`config.mk`:
```
export PLATFORM = sky130hd
export DESIGN_NAME = add_subb_seq
export DESIGN_NICKNAME = d
export VERILOG_FILES = /design/src/rtl/add_subb_seq.sv
export SDC_FILE = /design/constraint.sdc
export NUM_CORES = 1
export LEC_CHECK = 0
export CORE_MARGIN = 1
export CORE_UTILIZATION = 25
export DETAILED_ROUTE_END_ITERATION = 8
export GPL_ROUTABILITY_DRIVEN = 1
export PLACE_DENSITY_LB_ADDON = 0.3
export REMOVE_ABC_BUFFERS = 1
export SKIP_LAST_GASP = 1
export SLEW_MARGIN = 20
export SYNTH_ARGS = -nofsm -noshare
export SYNTH_HDL_FRONTEND = slang
export SYNTH_SLANG_ARGS = --single-unit
```
`constraint.sdc`:
```
create_clock -name clk -period 6.4 [get_ports clk]
set_clock_uncertainty 0.15 [all_clocks]
set_input_delay 0.96 -clock clk [delete_from_list [all_inputs] [get_ports clk]]
set_output_delay 0.96 -clock clk [all_outputs]
set_load 0.03 [all_outputs]
```
`src/rtl/add_subb_seq.sv`:
```
`default_nettype none
// +--------------------------------------------------------------------------+
// | add_subb_seq : multi-word add/subtract using one W-bit slice per cycle,  |
// |                least-significant word first. ADD_SUBB_SEQ_BTB_EN enables |
// |                back-to-back issue from DONE.                             |
// | Revision     : 1.0                                                       |
// +--------------------------------------------------------------------------+
module add_subb_seq #(
    parameter int W = 8,
    parameter int N = 4
) (
    input  logic           clk,
    input  logic           rst_n,
    input  logic           in_valid,
    output logic           in_ready,
    input  logic           subb_a,
    input  logic           subb_b,
    input  logic [N*W-1:0] a,
    input  logic [N*W-1:0] b,
    output logic           out_valid,
    input  logic           out_ready,
    output logic [N*W-1:0] s,
    output logic           c
);

    localparam int                 c_CNT_W = (N > 1) ? $clog2(N) : 1;
    localparam logic [c_CNT_W-1:0] c_LAST  = c_CNT_W'(N - 1);

    typedef enum logic [1:0] {
        IDLE = 2'd0,
        RUN  = 2'd1,
        DONE = 2'd2
    } state_t;

    state_t               state_q, state_d;
    logic [N*W-1:0]       x_q, x_d;
    logic [N*W-1:0]       y_q, y_d;
    logic [N*W-1:0]       s_q, s_d;
    logic [c_CNT_W-1:0]   cnt_q, cnt_d;
    logic [1:0]           carry_q, carry_d;
    logic                 c_q, c_d;

    logic                 w_accept;
    logic [W-1:0]         w_x;
    logic [W-1:0]         w_y;
    logic [W+1:0]         w_sum;
    logic [1:0]           w_cin0;

    // Operands are stored already conditionally inverted; the +1 terms of the
    // two's-complement negations enter as the initial carry (0..2).
    assign w_cin0 = {1'b0, subb_a} + {1'b0, subb_b};

    assign w_x   = x_q[int'(cnt_q)*W +: W];
    assign w_y   = y_q[int'(cnt_q)*W +: W];
    assign w_sum = {2'b00, w_x} + {2'b00, w_y} + {{W{1'b0}}, carry_q};

`ifdef ADD_SUBB_SEQ_BTB_EN
    assign in_ready = (state_q == IDLE) || ((state_q == DONE) && out_ready);
`else
    assign in_ready = (state_q == IDLE);
`endif

    assign w_accept  = in_valid && in_ready;
    assign out_valid = (state_q == DONE);
    assign s         = s_q;
    assign c         = c_q;

    always_comb begin
        state_d = state_q;
        x_d     = x_q;
        y_d     = y_q;
        s_d     = s_q;
        cnt_d   = cnt_q;
        carry_d = carry_q;
        c_d     = c_q;

        case (state_q)
            IDLE: begin
            end
            RUN: begin
                s_d[int'(cnt_q)*W +: W] = w_sum[W-1:0];
                carry_d                 = w_sum[W+1:W];
                if (cnt_q == c_LAST) begin
                    c_d     = |w_sum[W+1:W];
                    state_d = DONE;
                end else begin
                    cnt_d = cnt_q + c_CNT_W'(1);
                end
            end
            DONE: begin
                if (out_ready) begin
                    state_d = IDLE;
                end
            end
            default: begin
                state_d = IDLE;
            end
        endcase

        // Acceptance is only possible from IDLE, or from a retiring DONE.
        if (w_accept) begin
            x_d     = subb_a ? ~a : a;
            y_d     = subb_b ? ~b : b;
            cnt_d   = '0;
            carry_d = w_cin0;
            state_d = RUN;
        end
    end

    always_ff @(posedge clk) begin
        if (!rst_n) begin
            state_q <= IDLE;
            x_q     <= '0;
            y_q     <= '0;
            s_q     <= '0;
            cnt_q   <= '0;
            carry_q <= 2'b00;
            c_q     <= 1'b0;
        end else begin
            state_q <= state_d;
            x_q     <= x_d;
            y_q     <= y_d;
            s_q     <= s_d;
            cnt_q   <= cnt_d;
            carry_q <= carry_d;
            c_q     <= c_d;
        end
    end

endmodule
`default_nettype wire

```
==> reports/results.tsv, run 1 <==
metric	value	unit
switching_share	0.280	
cts_buffer_depth	2	
worst-endpoint-arrival	3860	ps
worst_slack	2630	ps
worst_ir_drop_vdd	0.142	mV
setup-violations-final	0	
drt_iter0_drc	179	
ios	105	
fillers	2075	
syn_area	0.00515	mm^2
crit_fanout	21	
net-switching-power	453	uW
final_util	0.332	
first_global_vias	4075	
clock-sinks	103	
cts_made_buffers	9	
h-tree-depth	3	
grt_antenna_before_repair	0	
area_delta_synth_final	30.3	%
drc	0	
grt_max_degree	76	
coreArea	0.0202	mm^2
clkPwrFrac	0.351	
grt_pass1_wl	20.9	mm
min_from	s[8]$_SDFFE_PN0P_	
diodes	0	
vias_per_cell	4.60	
routed-via-count	4068	
combPwrFrac	0.209	
tritoncts	done	
wl_per_cell	14.6	um
wirelength	12.9	mm
async_reset_ff_frac	0	
synth_edf_count	0	
std_cell_rows	52	
post_cts_buffers	0	
clk_latency	350	ps
maxSlewViolCount	0	
power	1.62	mW
status	complete, no violations	
setup_tns	0	ps
hold_path_class	flop to flop	
drive_gt1_frac	0.0912	
p_int	1.16	mW
r2r-start	cnt_q[1]$_SDFFE_PP0P_	
min_period_over_period	0.589	
routabilityCongestion	0.794	
cts_root_buffer	clkbuf_16	
dp_cells	868	
yosys.cell_types.count	52	
dieArea	0.0212	mm^2
die_w	146	um
post_cts_resized	0	
seqPwrFrac	0.440	
port_buffers	104	
max_freq	0.265	GHz
synth.avg_cell_area	9.72	um^2
ys_seq_area_frac	0.400	
crit_start	cnt_q[1]$_SDFFE_PP0P_	
tightest_slew	1050	ps
synth-compound-area-share	0.186	
critPathRequiredTime	6500	ps
synth_top_family_by_area	compound AO/OA/AOI/OAI gates	
muxShareOfSynthArea	0.0700	
gr-total-overflow	0	
synth_simple_gate_area_frac	0.121	
synth-xor-area-share	0.114	
dp_slack	2640	ps
rsz0062_at_grt	no	
synthAdderAreaFrac	0.0603	
postRouteAntennaNets	0	
maxCapViolations	0	
post-route-min-period	3770	ps
worstSetupPathType	flop to flop	
die_h	146	um
synth_ff_type	dfxtp_1	
fin_nets	702	
dr.pass1.iters	4	
hold_viol	0	
final_cells	884	
crit_path_start_kind	flop	
dp_hpwl	9.71	mm
yosys_warnings	0	
ys_ff_latch	103	
cp-end-kind	flop	
cts_hold_buf	0	
clk_pin_slew	70	ps
p_per_area	241	mW/mm^2
leakagePower	2.37	nW
grt.total_usage	0.124	
initial_core_util	0.255	
slew_headroom	0.297	
syn_inst	530	
-- cells in the mapped netlist (all sizes together), types with 5 or more instances --
cell type  count  share of area
a22oi         16          0.023
inv           19          0.014
mux4          16          0.070
clkbuf        25          0.018
nand3          6         0.0058
dfxtp        103           0.40
o21ai          6         0.0058
a32oi          9          0.015
a21oi          5         0.0049
and3           5         0.0063
xnor2         66           0.11
nor2          93          0.068
a211oi        65          0.096
nand2          6         0.0044
buf           17          0.016
ha            20          0.049
-- power by group through the flow --
stage | Combinational (mW) | Clock [mW] | Sequential (mW)
finish | 0.338 | 0.568 | 0.711
global route | 0.374 | 0.611 | 0.717
CTS | 0.341 | 0.585 | 0.712
detailed placement | 0.339 | 0 | 0.727
global placement | 0.334 | 0 | 0.724
floorplan | 0.216 | 0 | 0.730
-- flip-flops by register name, summed over array words and instances, names as in the netlist --
register / flops
c: 1
s: 32
carry_q: 2
cnt_q: 2
state_q: 2
x_q: 32
y_q: 32
-- cell type report --
class                   instances  area, um^2  share of cell area
multi-input cells             366        2850               0.424
repair buffers                110        1080               0.160
inverters                      19        71.3              0.0106
clock inverters                 6        75.1              0.0112
flip-flops and latches        103        2060               0.307
well taps                     270         338              0.0503
clock buffers                  10         239              0.0356
-- cells by family (layout without fill, tap and decap cells) --
family,count (synthesis),after routing
simple gates,135,135
compound gates,125,125
xor+xnor,67,67
mux,16,16
flops,103,103
buf+inv,61,145
fa+ha+maj,23,23
-- worst max-delay path, stage by stage, from the launching register on --
cell and delay (ps):
dfxtp_2 750, mux4_2 580, inv_1 80, fa_1 400, inv_1 70, ha_1 200, fa_1 260, a211oi_2 100
or2_0 350, o311a_1 440, o41ai_2 280
-- placed cells by master, fill, tap and decap left out, types with 3 or more instances in the layout --
cell | synthesis | final
fa_1 | 3 | 3
a211oi_1 | 64 | 64
nand2b_1 | 4 | 4
o21ai_0 | 6 | 6
nand2_1 | 6 | 6
a32oi_1 | 9 | 9
clkbuf_16 | 0 | 9
and3_1 | 4 | 4
clkdlybuf4s50_1 | 0 | 102
a22oi_1 | 16 | 16
inv_1 | 19 | 18
nor3_1 | 4 | 4
nand3_1 | 6 | 6
ha_1 | 20 | 20
dfxtp_1 | 103 | 102
buf_4 | 0 | 6
mux4_2 | 16 | 16
nor2_1 | 93 | 93
xnor2_1 | 66 | 66
a31o_2 | 4 | 4
a21oi_1 | 5 | 5
-- stage by stage --
step / area (um^2) / hold slack (ps)
after CTS: 6710 / 329
after detailed placement: 6400 / 319
after floorplan: 4980 / 325
final: 6710 / 332
after global routing: 6710 / 353
after global placement: 6390 / 314
-- layer usage --
| layer | GRT usage | share of wire | up-vias |
|---|---|---|---|
| met4 | 0.0289 | 0.0077 | 0 |
| met3 | 0.0364 | 0.054 | 7 |
| li1 | - | - | 2065 |
| met2 | 0.202 | 0.46 | 102 |
| met1 | 0.161 | 0.48 | 1894 |
| met5 | 0 | 0 | - |
-- worst paths after layout --
check	depth (start not counted)	to	slack (ps)
setup / recovery	10	s[15]$_SDFFE_PN0P_	2630
hold / removal	2	s[8]$_SDFFE_PN0P_	330
setup reg to reg	10	s[15]$_SDFFE_PN0P_	2630
hold reg to reg	2	s[8]$_SDFFE_PN0P_	330
(Power assumes the default switching activity.)
==> run 2: changes to the inputs <==
==> constraint.sdc (replaced) <==
create_clock -name clk -period 3.5 [get_ports clk]
set_clock_uncertainty 0.15 [all_clocks]
set_input_delay 0.525 -clock clk [delete_from_list [all_inputs] [get_ports clk]]
set_output_delay 0.525 -clock clk [all_outputs]
set_load 0.03 [all_outputs]
==> reports/results.tsv, run 2 (synthesis results as in run 1) <==
metric	value	unit
area_delta_synth_final	31.7	%
leakagePower	2.40	nW
vias_per_cell	4.67	
cp-end-kind	flop	
dp_hpwl	10.1	mm
drive_gt1_frac	0.103	
routed-via-count	4173	
tritoncts	done	
post_dp_cell_area	0.00649	mm^2
power	2.90	mW
postRouteAntennaNets	0	
post-route-min-period	3350	ps
ios	105	
worst-endpoint-arrival	3460	ps
routabilityCongestion	0.795	
initial_core_util	0.255	
cp_cell_sequence	mux4_2, inv_1, fa_1, inv_1, ha_1, fa_1, a211oi_2, or2_0, o311a_1, o41ai_2	
clk_latency	350	ps
p_per_area	428	mW/mm^2
grt.total_usage	0.128	
worst_slack	148	ps
dp_slack	110	ps
final_cells	893	
p_int	2.06	mW
status	complete, no violations	
grt_max_degree	81	
drt_iter0_drc	168	
clkPwrFrac	0.333	
grt_antenna_before_repair	0	
cts_root_buffer	clkbuf_16	
hold_path_class	flop to flop	
maxSlewViolCount	0	
mostFrequentLayoutCells	dfxtp_1 (103), clkdlybuf4s50_1 (102), nor2_1 (93)	
diodes	0	
cts_made_buffers	9	
wirelength	13.2	mm
port_buffers	104	
crit_path_max_incr_delay	530	ps
whs_endpoint	s[8]$_SDFFE_PN0P_	
r2r-end	s[15]$_SDFFE_PN0P_	
crit_path_start_kind	flop	
r2r_slack	150	ps
wl_per_cell	14.8	um
critPathRequiredTime	3610	ps
max_freq	0.298	GHz
tightest_slew	912	ps
fillers	2067	
cp_slowest_cell	mux4_2	
switching_share	0.290	
min_period_over_period	0.958	
h-tree-depth	3	
cts_buffer_depth	2	
rsz0062_at_grt	no	
final_common_cell	dfxtp_1	
seqPwrFrac	0.448	
min_from	s[8]$_SDFFE_PN0P_	
die_h	146	um
stdcell_area	0.00678	mm^2
setup-violations-final	0	
worstSetupPathType	flop to flop	
gr-total-overflow	0	
worst_ir_drop_vdd	0.199	mV
fin_nets	712	
crit_fanout	4	
dr.pass1.iters	5	
std_cell_rows	52	
coreArea	0.0202	mm^2
holdPathStages	2	
clock-sinks	103	
drc	0	
r2r-start	cnt_q[0]$_SDFFE_PP0P_	
combPwrFrac	0.219	
grt_pass1_wl	21.5	mm
die_w	146	um
setup_tns	0	ps
dieArea	0.0212	mm^2
dp_cells	878	
clk_pin_slew	70	ps
cts_hold_buf	0	
r2r_cells	10	
maxCapViolations	0	
first_global_vias	4094	
net-switching-power	840	uW
slew_headroom	0.387	
hold_viol	0	
## run 2: changes by cell type in the layout (fill, tap and decap cells not counted), sizes merged
cell / change
inv: -1
clkinvlp: +2
buf: +10
bufinv: -1
clkinv: -1
## run 2: layer usage
metal  vias to the layer above  wire (um)  share of wire  track usage
met5                         -          0              0            0
met4                         0        117         0.0088       0.0332
met3                        10        710          0.054       0.0367
met2                       111       6090           0.46        0.201
met1                      1968       6320           0.48        0.173
li1                       2084          -              -            -
## run 2: worst max-delay path: cells and delay by family (launching register included)
kind | cells | cell delay, ps
and+or+nand+nor | 1 | 280
AOI/OAI and AO/OA | 3 | 810
buffers and inverters | 2 | 180
muxes | 1 | 530
adders and majority gates | 3 | 900
DFF | 1 | 410
## run 2: layout make-up
type                            count  area [um^2]  share of cell area
Inverter                           19         71.3              0.0105
Clock inverter                      5         42.5             0.00627
Clock buffer                       10          239              0.0352
Multi-Input combinational cell    366         2850               0.420
Tap cell                          270          338              0.0498
Timing Repair Buffer              120         1180               0.174
Sequential cell                   103         2060               0.304
## run 2: repair_timing
item                                    in CTS  in global routing
buffers inserted                             0                  0
gates resized for setup                      0                  1
endpoints found under the setup margin       0                  3
## run 2: stage by stage
step | util | hold slack, ps
after global routing | 0.335 | 357
after global placement | 0.321 | 308
final | 0.335 | 340
after detailed placement | 0.321 | 317
after CTS | 0.335 | 327
after floorplan | - | 325
## run 2: power groups by stage
stage | Clock, mW | Sequential (mW) | Combinational, mW
6_report | 0.966 | 1.30 | 0.634
5_1_grt | 1.05 | 1.31 | 0.700
4_1_cts | 0.995 | 1.30 | 0.641
3_5_place_dp | 0 | 1.33 | 0.636
3_3_place_gp | 0 | 1.32 | 0.625
2_1_floorplan | 0 | 1.33 | 0.396
## run 2: worst max path at each step
stage,startpoint,end
after CTS,cnt_q[1]$_SDFFE_PP0P_,s[15]$_SDFFE_PN0P_
after global routing,cnt_q[1]$_SDFFE_PP0P_,s[15]$_SDFFE_PN0P_
after detailed placement,cnt_q[1]$_SDFFE_PP0P_,s[15]$_SDFFE_PN0P_
after floorplan,in_valid,carry_q[0]$_SDFFE_PN0P_
final,cnt_q[0]$_SDFFE_PP0P_,s[15]$_SDFFE_PN0P_
after global placement,cnt_q[1]$_SDFFE_PP0P_,s[15]$_SDFFE_PN0P_
